===== config.mk =====
export PLATFORM = sky130hd
export DESIGN_NAME = i2c_master_xfer_seq
export DESIGN_NICKNAME = d
export VERILOG_FILES = /design/src/rtl/i2c_pkg.sv /design/src/rtl/i2c_master_xfer_seq.sv
export SDC_FILE = /design/constraint.sdc
export NUM_CORES = 1
export LEC_CHECK = 0
export CAP_MARGIN = 15
export CORE_MARGIN = 2
export CORE_UTILIZATION = 44
export DETAILED_ROUTE_END_ITERATION = 10
export HOLD_SLACK_MARGIN = 0.08
export PLACE_DENSITY = 0.82
export SYNTH_ARGS = -nofsm -noshare
export SYNTH_HDL_FRONTEND = slang
export SYNTH_SLANG_ARGS = --single-unit

===== constraint.sdc =====
create_clock -name clk_i -period 1.88 [get_ports clk_i]
set_input_delay 0.376 -clock clk_i [delete_from_list [all_inputs] [get_ports clk_i]]
set_output_delay 0.376 -clock clk_i [all_outputs]
set_load 0.005 [all_outputs]

===== src/rtl/i2c_pkg.sv =====
// Shared state encodings, error bit positions and command bundle for the
// I2C master transaction sequencer.
package i2c_pkg;

  typedef logic [3:0] xfer_state_t;

  localparam logic [3:0] ST_IDLE   = 4'd0;
  localparam logic [3:0] ST_ADDR_W = 4'd1;
  localparam logic [3:0] ST_REG    = 4'd2;
  localparam logic [3:0] ST_WAIT_W = 4'd3;
  localparam logic [3:0] ST_WR     = 4'd4;
  localparam logic [3:0] ST_ADDR_R = 4'd5;
  localparam logic [3:0] ST_RD     = 4'd6;
  localparam logic [3:0] ST_STOP   = 4'd7;
  localparam logic [3:0] ST_DONE   = 4'd8;

  localparam int unsigned ERR_NACK = 0;
  localparam int unsigned ERR_AL   = 1;

  typedef struct packed {
    logic start;
    logic stop;
    logic read;
    logic write;
  } bc_cmd_t;

  localparam bc_cmd_t BC_NONE = '0;

  function automatic bc_cmd_t bc_cmd(input logic sta, input logic sto,
                                     input logic rd, input logic wr);
    bc_cmd = '{start: sta, stop: sto, read: rd, write: wr};
  endfunction

endpackage


===== src/rtl/i2c_master_xfer_seq.sv =====
// Register-transaction sequencer: turns one host request into START/WRITE/
// READ/STOP commands for the I2C byte controller, with NACK and AL handling.
module i2c_master_xfer_seq
  import i2c_pkg::*;
#(
  parameter int LEN_W = 4
) (
  input  logic             clk_i,
  input  logic             rst_n_i,
  input  logic             req_i,
  input  logic             rnw_i,
  input  logic [6:0]       dev_addr_i,
  input  logic [7:0]       reg_addr_i,
  input  logic [LEN_W-1:0] len_i,
  input  logic [7:0]       wdata_i,
  input  logic             wvalid_i,
  output logic             wready_o,
  output logic [7:0]       rdata_o,
  output logic             rvalid_o,
  output logic             busy_o,
  output logic             done_o,
  output logic [1:0]       err_o,
  output logic             bc_start_o,
  output logic             bc_stop_o,
  output logic             bc_read_o,
  output logic             bc_write_o,
  output logic             bc_ack_o,
  output logic [7:0]       bc_dat_o,
  input  logic             bc_cmd_ack_i,
  input  logic             bc_ack_i,
  input  logic [7:0]       bc_dat_i,
  input  logic             bc_al_i
);

  xfer_state_t      state_q, state_d;
  logic             issued_q, issued_d;
  logic             rnw_q, rnw_d;
  logic [6:0]       dev_q, dev_d;
  logic [7:0]       reg_q, reg_d;
  logic [LEN_W-1:0] cnt_q, cnt_d;
  logic [7:0]       wbyte_q, wbyte_d;
  bc_cmd_t          cmd_q, cmd_d;
  logic [7:0]       dat_q, dat_d;
  logic             ack_q, ack_d;
  logic [7:0]       rdata_q, rdata_d;
  logic             rvalid_q, rvalid_d;
  logic             busy_q, busy_d;
  logic             done_q, done_d;
  logic [1:0]       err_q, err_d;

  logic cmd_done;
  logic last_byte;

  // issued_q mirrors "a command is on the lines", so an ack only counts then
  assign cmd_done  = issued_q & bc_cmd_ack_i;
  assign last_byte = (cnt_q == '0);

  always_comb begin
    state_d  = state_q;
    issued_d = issued_q;
    rnw_d    = rnw_q;
    dev_d    = dev_q;
    reg_d    = reg_q;
    cnt_d    = cnt_q;
    wbyte_d  = wbyte_q;
    cmd_d    = cmd_q;
    dat_d    = dat_q;
    ack_d    = ack_q;
    rdata_d  = rdata_q;
    rvalid_d = 1'b0;
    busy_d   = busy_q;
    done_d   = 1'b0;
    err_d    = err_q;
    wready_o = 1'b0;

    if (cmd_done) begin
      cmd_d    = BC_NONE;
      issued_d = 1'b0;
    end

    case (state_q)
      ST_IDLE: begin
        if (req_i) begin
          rnw_d    = rnw_i;
          dev_d    = dev_addr_i;
          reg_d    = reg_addr_i;
          cnt_d    = len_i;
          err_d    = '0;
          busy_d   = 1'b1;
          cmd_d    = bc_cmd(1'b1, 1'b0, 1'b0, 1'b1);
          dat_d    = {dev_addr_i, 1'b0};
          ack_d    = 1'b0;
          issued_d = 1'b1;
          state_d  = ST_ADDR_W;
        end
      end

      ST_ADDR_W: begin
        if (!issued_q) begin
          cmd_d    = bc_cmd(1'b1, 1'b0, 1'b0, 1'b1);
          dat_d    = {dev_q, 1'b0};
          ack_d    = 1'b0;
          issued_d = 1'b1;
        end else if (cmd_done) begin
          if (bc_ack_i) begin
            err_d[ERR_NACK] = 1'b1;
            state_d         = ST_STOP;
          end else begin
            state_d = ST_REG;
          end
        end
      end

      ST_REG: begin
        if (!issued_q) begin
          cmd_d    = bc_cmd(1'b0, 1'b0, 1'b0, 1'b1);
          dat_d    = reg_q;
          ack_d    = 1'b0;
          issued_d = 1'b1;
        end else if (cmd_done) begin
          if (bc_ack_i) begin
            err_d[ERR_NACK] = 1'b1;
            state_d         = ST_STOP;
          end else if (rnw_q) begin
            state_d = ST_ADDR_R;
          end else begin
            state_d = ST_WAIT_W;
          end
        end
      end

      // The byte ctrl keeps SCL low while no command is pending here.
      ST_WAIT_W: begin
        if (wvalid_i) begin
          wready_o = 1'b1;
          wbyte_d  = wdata_i;
          state_d  = ST_WR;
        end
      end

      ST_WR: begin
        if (!issued_q) begin
          cmd_d    = bc_cmd(1'b0, 1'b0, 1'b0, 1'b1);
          dat_d    = wbyte_q;
          ack_d    = 1'b0;
          issued_d = 1'b1;
        end else if (cmd_done) begin
          if (bc_ack_i) begin
            err_d[ERR_NACK] = 1'b1;
            state_d         = ST_STOP;
          end else if (last_byte) begin
            state_d = ST_STOP;
          end else begin
            cnt_d   = cnt_q - LEN_W'(1);
            state_d = ST_WAIT_W;
          end
        end
      end

      ST_ADDR_R: begin
        if (!issued_q) begin
          cmd_d    = bc_cmd(1'b1, 1'b0, 1'b0, 1'b1);
          dat_d    = {dev_q, 1'b1};
          ack_d    = 1'b0;
          issued_d = 1'b1;
        end else if (cmd_done) begin
          if (bc_ack_i) begin
            err_d[ERR_NACK] = 1'b1;
            state_d         = ST_STOP;
          end else begin
            state_d = ST_RD;
          end
        end
      end

      // Last byte is NACKed and carries the STOP, so no separate STOP state.
      ST_RD: begin
        if (!issued_q) begin
          cmd_d    = bc_cmd(1'b0, last_byte, 1'b1, 1'b0);
          ack_d    = last_byte;
          issued_d = 1'b1;
        end else if (cmd_done) begin
          rvalid_d = 1'b1;
          rdata_d  = bc_dat_i;
          if (last_byte) begin
            state_d = ST_DONE;
            done_d  = 1'b1;
          end else begin
            cnt_d = cnt_q - LEN_W'(1);
          end
        end
      end

      ST_STOP: begin
        if (!issued_q) begin
          cmd_d    = bc_cmd(1'b0, 1'b1, 1'b0, 1'b0);
          ack_d    = 1'b0;
          issued_d = 1'b1;
        end else if (cmd_done) begin
          state_d = ST_DONE;
          done_d  = 1'b1;
        end
      end

      ST_DONE: begin
        busy_d  = 1'b0;
        state_d = ST_IDLE;
      end

      default: begin
        cmd_d    = BC_NONE;
        issued_d = 1'b0;
        busy_d   = 1'b0;
        state_d  = ST_IDLE;
      end
    endcase

    // Lost arbitration overrides any same-cycle ack; DONE has nothing left to drop.
    if (bc_al_i && (state_q != ST_IDLE) && (state_q != ST_DONE)) begin
      cmd_d         = BC_NONE;
      issued_d      = 1'b0;
      err_d[ERR_AL] = 1'b1;
      rvalid_d      = 1'b0;
      wready_o      = 1'b0;
      state_d       = ST_DONE;
      done_d        = 1'b1;
    end
  end

  always_ff @(posedge clk_i or negedge rst_n_i) begin
    if (!rst_n_i) begin
      state_q  <= ST_IDLE;
      issued_q <= 1'b0;
      rnw_q    <= 1'b0;
      dev_q    <= '0;
      reg_q    <= '0;
      cnt_q    <= '0;
      wbyte_q  <= '0;
      cmd_q    <= BC_NONE;
      dat_q    <= '0;
      ack_q    <= 1'b0;
      rdata_q  <= '0;
      rvalid_q <= 1'b0;
      busy_q   <= 1'b0;
      done_q   <= 1'b0;
      err_q    <= '0;
    end else begin
      state_q  <= state_d;
      issued_q <= issued_d;
      rnw_q    <= rnw_d;
      dev_q    <= dev_d;
      reg_q    <= reg_d;
      cnt_q    <= cnt_d;
      wbyte_q  <= wbyte_d;
      cmd_q    <= cmd_d;
      dat_q    <= dat_d;
      ack_q    <= ack_d;
      rdata_q  <= rdata_d;
      rvalid_q <= rvalid_d;
      busy_q   <= busy_d;
      done_q   <= done_d;
      err_q    <= err_d;
    end
  end

  assign bc_start_o = cmd_q.start;
  assign bc_stop_o  = cmd_q.stop;
  assign bc_read_o  = cmd_q.read;
  assign bc_write_o = cmd_q.write;
  assign bc_ack_o   = ack_q;
  assign bc_dat_o   = dat_q;
  assign rdata_o    = rdata_q;
  assign rvalid_o   = rvalid_q;
  assign busy_o     = busy_q;
  assign done_o     = done_q;
  assign err_o      = err_q;

endmodule


==> impl_metrics.env, run 1 <==
export IMPL_totalWireLength_mm=9.435
export IMPL_fillers=436
export IMPL_hold_class="flop to flop"
export IMPL_start_util_pct=46.02
export IMPL_setup_viol=7
export IMPL_portBuffers=69
export IMPL_ctsHtreeMaxLevel=3
export IMPL_routed_wl_met3_um=742
export IMPL_final_common_cell="clkdlybuf4s50_1"
export IMPL_num_vias=3045
export IMPL_dp_cells=483
export IMPL_cp_num_buf_inv=2
export IMPL_ys_seq_area_share_pct=49.96
export IMPL_layout_min_cycle_time_ns=1.928
export IMPL_drtPass1Iterations=5
export IMPL_required_ns=2.11
export IMPL_drcViolationCount=0
export IMPL_area_growth_syn_to_layout_pct=56.82
export IMPL_synth_edff_count=0
export IMPL_hp_start="reg_q[4]"
export IMPL_cellLeakagePower_nw=2.070
export IMPL_cts_path_max_buffers=2
export IMPL_boundaryPins=70
export IMPL_postSynth_asyncResetShare_pct=100.0
export IMPL_ys_flop_type="dfrtp_1"
export IMPL_die_area_um2=7388
export IMPL_grt_antenna_before_repair=0
export IMPL_grt_max_degree=60
export IMPL_stdcell_count=515
export IMPL_cts_root_buf="clkbuf_8"
export IMPL_synth_fp_nets=354
export IMPL_die_h_um=85.96
export IMPL_fin_area_um2=4634
export IMPL_antenna_left=0
export IMPL_clock_latency_ns=0.35
export IMPL_num_antenna_cells=0
export IMPL_drive_gt1_share_pct=28.54
export IMPL_drv_cap=0
export IMPL_gp_congestion=0.9440
export IMPL_p_per_area_nw_per_um2=1618
export IMPL_final_cell_mix="67 x clkdlybuf4s50_1, 58 x nand2_1, 56 x dfrtp_1"
export IMPL_fmax_ghz=0.5187
export IMPL_wire_per_inst_um=18.32
export IMPL_grt_pass1_wl_mm=13.45
export IMPL_worstMarginPinSlew_ns=0.5122
export IMPL_via_per_inst=5.913
export IMPL_finalCritPeriodShare_pct=102.5
export IMPL_grt_pass1_vias=2894
export IMPL_highest_layer="met4"
export IMPL_synthDistinctLibCells=48
export IMPL_arrival_ns=2.16
export IMPL_violations="negative setup slack"
export IMPL_wl_met2_mm=4.627
export IMPL_dpl_cell_area_um2=4001
export IMPL_synthCells=310
export IMPL_ys_ff_latch=59
export IMPL_startpoint="state_q[0]"
export IMPL_cts_buffers=9
export IMPL_worstReg2RegStart="state_q[0]"
export IMPL_initialDrtViolationCount=329
export IMPL_syn_avg_cell_area_um2=9.533
export IMPL_fin_ws_ns=-0.04787
export IMPL_cpMaxStageDelayCell="dfrtp_2"
export IMPL_grt_setup_unrepaired="yes"
export IMPL_fp_dieW_um=85.96
export IMPL_grtUsageTotal_pct=23.63
export IMPL_drv_slew=0
export IMPL_hold_violations=0
export IMPL_r2r_setup_slack_ns=-0.05
export IMPL_wl_met1_mm=3.739
export IMPL_final_nets=478
export IMPL_end_kind="flop"
export IMPL_clk_pin_slew_worst_paths_ns=0.07
export IMPL_final_util_pct=72.16
export IMPL_cts_tree="done"
export IMPL_ir_drop_uv=905.4
export IMPL_num_rows=29
export IMPL_crit_path_start_kind="flop"
export IMPL_cp_top_family="simple AND/OR/NAND/NOR gates"
export IMPL_fin_skew_ns=0.01058
export IMPL_crit_chain="buf_12 > buf_4 > nor2b_4 > nand3_4 > o221a_4 > nor2_1 > mux2_4"
export IMPL_outcome="complete, but fails checks"
export IMPL_critical_path_class="flop to flop"
export IMPL_cp_max_fo=8
export IMPL_coreArea_um2=6422
export IMPL_slew_limit_headroom_pct=65.78
export IMPL_hpwl_mm=5.610
export IMPL_clock_sinks=59
export IMPL_yosys_warnings=0
export IMPL_grt_ovfl_total=0
export IMPL_slowest_delay_ns=0.43
export IMPL_syn_area_um2=2955
## path summary, 6_finish.rpt
path                       depth (start not counted)     endpoint
hold / removal                                     2     reg_q[4]
setup reg to reg                                   7   state_q[0]
min in group asynchronous                          3   bc_write_o
hold reg to reg                                    2     reg_q[4]
setup / recovery                                   7   state_q[0]
max in group asynchronous                          3  bc_dat_o[1]
## timing repair
action | CTS | global route
buffers inserted | 0 | 12
pin swaps | 2 | 13
gates cloned | 0 | 4
endpoints found under the hold margin | 59 | 0
hold buffers | 1 | 0
endpoints found under the setup margin | 24 | 24
resized for setup | 19 | 35
## cells in the mapped netlist (3+ instances only)
cell      instances  share of area [%]
a21oi_1          26                4.4
a221oi_1          7                2.1
a22o_1            7                2.1
and2_1            3               0.64
buf_2             6                1.0
clkbuf_1         10                1.3
dfrtp_1          59                 50
inv_1             6               0.76
mux2_2           17                6.5
nand2_1          58                7.4
nand3_1           5               0.85
nor2_1           32                4.1
nor2b_1           8                1.7
nor3_1            5               0.85
nor3b_1           3               0.76
o21ai_0          19                3.2
o22a_1            3               0.89
## cells by family (layout without fill, tap and decap cells)
| kind of cell | Yosys count | count (layout) | share of synthesized area, % |
|---|---|---|---|
| DFF | 59 | 59 | 49.96 |
| muxes | 20 | 20 | 7.536 |
| buffers and inverters | 23 | 151 | 3.429 |
| adders and majority gates | 2 | 2 | 0.7620 |
| and+or+nand+nor | 124 | 124 | 19.48 |
| AOI/OAI and AO/OA | 82 | 82 | 18.84 |
## per-stage QoR
stage | hold WS (ns) | setup slack [ns] | setup TNS, ns | total power, mW
final | 0.4841 | -0.04787 | -0.2650 | 7.499
after global routing | 0.5157 | -0.1288 | -0.8716 | 7.932
after CTS | 0.4799 | -0.05320 | -0.1360 | 6.760
after detailed placement | 0.4038 | -0.1742 | -2.448 | 5.260
after global placement | 0.4003 | -0.2096 | -1.832 | 5.157
after floorplan | 0.08041 | 0.01394 | 0 | 3.906
## metal layers
layer	global-route usage (%)	vias to the layer above
met2	37.28	177
met4	13.28	0
met3	5.101	34
li1	-	1345
met5	0	-
met1	30.12	1489
## area by class of cell
class	count	area [µm²]	area share, %
well taps	77	96.34	2.079
clock buffers	11	151.4	3.267
repair buffers	130	1287	27.78
clock inverters	4	73.82	1.593
multi-input cells	228	1523	32.86
inverters	6	22.52	0.4860
flip-flops and latches	59	1480	31.94
## tightest hold or removal path, delay by kind of cell, from the launching register on
family	cells	cell delay, ns
simple gates	2	0.10
flops	1	0.35
## power breakdown
| part | switching [mW] | internal (mW) |
|---|---|---|
| combinational | 1.93 | 2.08 |
| clock | 0.532 | 0.811 |
| sequential | 0.345 | 1.80 |
| total | 2.81 | 4.69 |
## flip-flops by register name, indices dropped and copies added, names as in the netlist, 2 cells and up
signal and flops:
reg_q 8, rdata_o 8, cnt_q 4, state_q 4, wbyte_q 8, dev_q 7
err_o 2, bc_dat_o 8
No activity file was read; power rests on OpenSTA's default activity.
==> inputs of run 2 (changes only) <==
--- a/config.mk
+++ b/config.mk
@@ -6,7 +6,6 @@
 export NUM_CORES = 1
 export LEC_CHECK = 0
 export CAP_MARGIN = 15
-export CORE_MARGIN = 2
 export CORE_UTILIZATION = 44
 export DETAILED_ROUTE_END_ITERATION = 10
 export HOLD_SLACK_MARGIN = 0.08
==> constraint.sdc (replaced) <==
create_clock -name clk_i -period 1.88 [get_ports clk_i]
set_input_delay 0.376 -clock clk_i [delete_from_list [all_inputs] [get_ports clk_i]]
set_output_delay 0.376 -clock clk_i [all_outputs]
set_load 0.05 [all_outputs]
==> run 2 against run 1 <==
The flow finishes with violations (design-rule violations, negative setup slack). Clock power barely moved. Largest cell class unchanged. First-iteration DRC count is 9.1% lower. Cell area decreased by 1.8%.
==> impl_metrics.env, run 2 (synthesis gave the netlist of run 1 again) <==
export IMPL_whs_ns=0.4828
export IMPL_end_kind="primary output"
export IMPL_antenna_left=0
export IMPL_cts_buffers=9
export IMPL_drv_cap=0
export IMPL_slowest_delay_ns=0.39
export IMPL_gp_congestion=0.8965
export IMPL_die_h_um=83.96
export IMPL_outcome="complete, but fails checks"
export IMPL_cellLeakagePower_nw=2.136
export IMPL_cp_num_buf_inv=3
export IMPL_fin_skew_ns=0.01373
export IMPL_drv_slew=0
export IMPL_crit_path_start_kind="flop"
export IMPL_slew_limit_headroom_pct=66.09
export IMPL_num_rows=29
export IMPL_worstMarginPinSlew_ns=0.5079
export IMPL_cp_max_fo=5
export IMPL_grt_setup_unrepaired="yes"
export IMPL_via_per_inst=5.893
export IMPL_violations="design-rule violations, negative setup slack"
export IMPL_boundaryPins=70
export IMPL_fmax_ghz=0.5073
export IMPL_cts_path_max_buffers=2
export IMPL_dpl_cell_area_um2=4001
export IMPL_cpMaxStageDelayCell="dfrtp_2"
export IMPL_final_nets=478
export IMPL_fp_dieW_um=83.96
export IMPL_dp_cells=485
export IMPL_num_antenna_cells=0
export IMPL_cp_top_family="buffers and inverters"
export IMPL_clk_pin_slew_worst_paths_ns=0.07
export IMPL_fin_ws_ns=-0.09112
export IMPL_layout_min_cycle_time_ns=1.971
export IMPL_grtUsageTotal_pct=25.69
export IMPL_final_util_pct=70.84
export IMPL_arrival_ns=1.60
export IMPL_p_per_area_nw_per_um2=1797
export IMPL_stdcell_count=515
export IMPL_initialDrtViolationCount=299
export IMPL_grt_antenna_before_repair=0
export IMPL_clock_sinks=59
export IMPL_pre_cts_ws_ns=-0.08657
export IMPL_hpwl_mm=5.862
export IMPL_critical_path_class="flop to primary output"
export IMPL_portBuffers=69
export IMPL_grt_max_degree=60
export IMPL_final_common_cell="buf_4"
export IMPL_grt_ovfl_total=0
export IMPL_setup_viol=3
export IMPL_clock_latency_ns=0.35
export IMPL_final_cell_mix="65 x buf_4, 58 x nand2_1, 56 x dfrtp_1"
export IMPL_wire_per_inst_um=18.80
export IMPL_start_util_pct=46.02
export IMPL_finalPower_mw=8.177
export IMPL_cts_root_buf="clkbuf_8"
export IMPL_fin_area_um2=4549
export IMPL_drtPass1Iterations=10
export IMPL_die_area_um2=7048
export IMPL_crit_chain="buf_6 > buf_4 > and2_4 > nand3_2 > nor2_4 > buf_12"
export IMPL_grt_pass1_wl_mm=14.06
export IMPL_num_vias=3035
export IMPL_final_setup_tns_ns=-0.1476
export IMPL_area_growth_syn_to_layout_pct=53.94
export IMPL_totalWireLength_mm=9.682
export IMPL_grt_pass1_vias=2972
export IMPL_hold_violations=0
export IMPL_coreArea_um2=6422
export IMPL_drive_gt1_share_pct=34.47
export IMPL_ctsHtreeMaxLevel=3
export IMPL_finalCritPeriodShare_pct=104.8
export IMPL_drcViolationCount=8
export IMPL_ir_drop_uv=877.2
export IMPL_cts_tree="done"
export IMPL_hold_class="flop to flop"
export IMPL_required_ns=1.50
==> run 2: cell count changes in the layout (fill, tap and decap cells not counted), sizes merged <==
cell,delta
clkdlybuf4s50,-26
buf,+21
dlygate4sd2,+8
clkbuf,-4
dlymetal6s2s,+1
==> run 2: report_power, final <==
group          internal [mW]  total, mW  switching, mW
clock                  0.812       1.35          0.534
sequential              1.80       2.19          0.390
combinational           2.02       4.64           2.62
==> run 2: per-layer routing <==
metal  vias to the layer above  GRT usage (%)  routed length [µm]
met1                      1461          31.52                3808
met4                         0          10.66                 284
met2                       187          43.44                4842
met5                         -              0                   0
li1                       1348              -                   -
met3                        39          6.034                 747
==> run 2: final timing paths <==
kind | from | endpoint | slack (ns) | cells past startpoint
worst max register to register | state_q[0] | cnt_q[0] | -0.04 | 8
max in group asynchronous | rst_n_i | state_q[1] | 1.05 | 3
worst min-delay path | reg_q[5] | reg_q[5] | 0.48 | 2
worst max-delay path | state_q[0] | wready_o | -0.09 | 6
min in group asynchronous | rst_n_i | bc_write_o | 0.55 | 3
worst min register to register | reg_q[5] | reg_q[5] | 0.48 | 2
==> run 2: worst min-delay path, delay by kind of cell, from the launching register on <==
family | cells | cell delay, ns
and+or+nand+nor | 2 | 0.11
DFF | 1 | 0.35
==> run 2: layout make-up <==
class / count / area [µm²]
clock inverters: 4 / 73.82
clock buffers: 11 / 151.4
well taps: 77 / 96.34
fillers: 472 / 1873
flip-flops and latches: 59 / 1480
repair buffers: 130 / 1177
multi-input cells: 228 / 1548
inverters: 6 / 22.52
==> run 2: what timing repair did <==
item	CTS	global route
gates resized for setup	24	35
hold buffers	1	0
endpoints found under the hold margin	59	0
cloned	0	0
endpoints found under the setup margin	15	20
pin swaps	3	14
buffers inserted	6	8
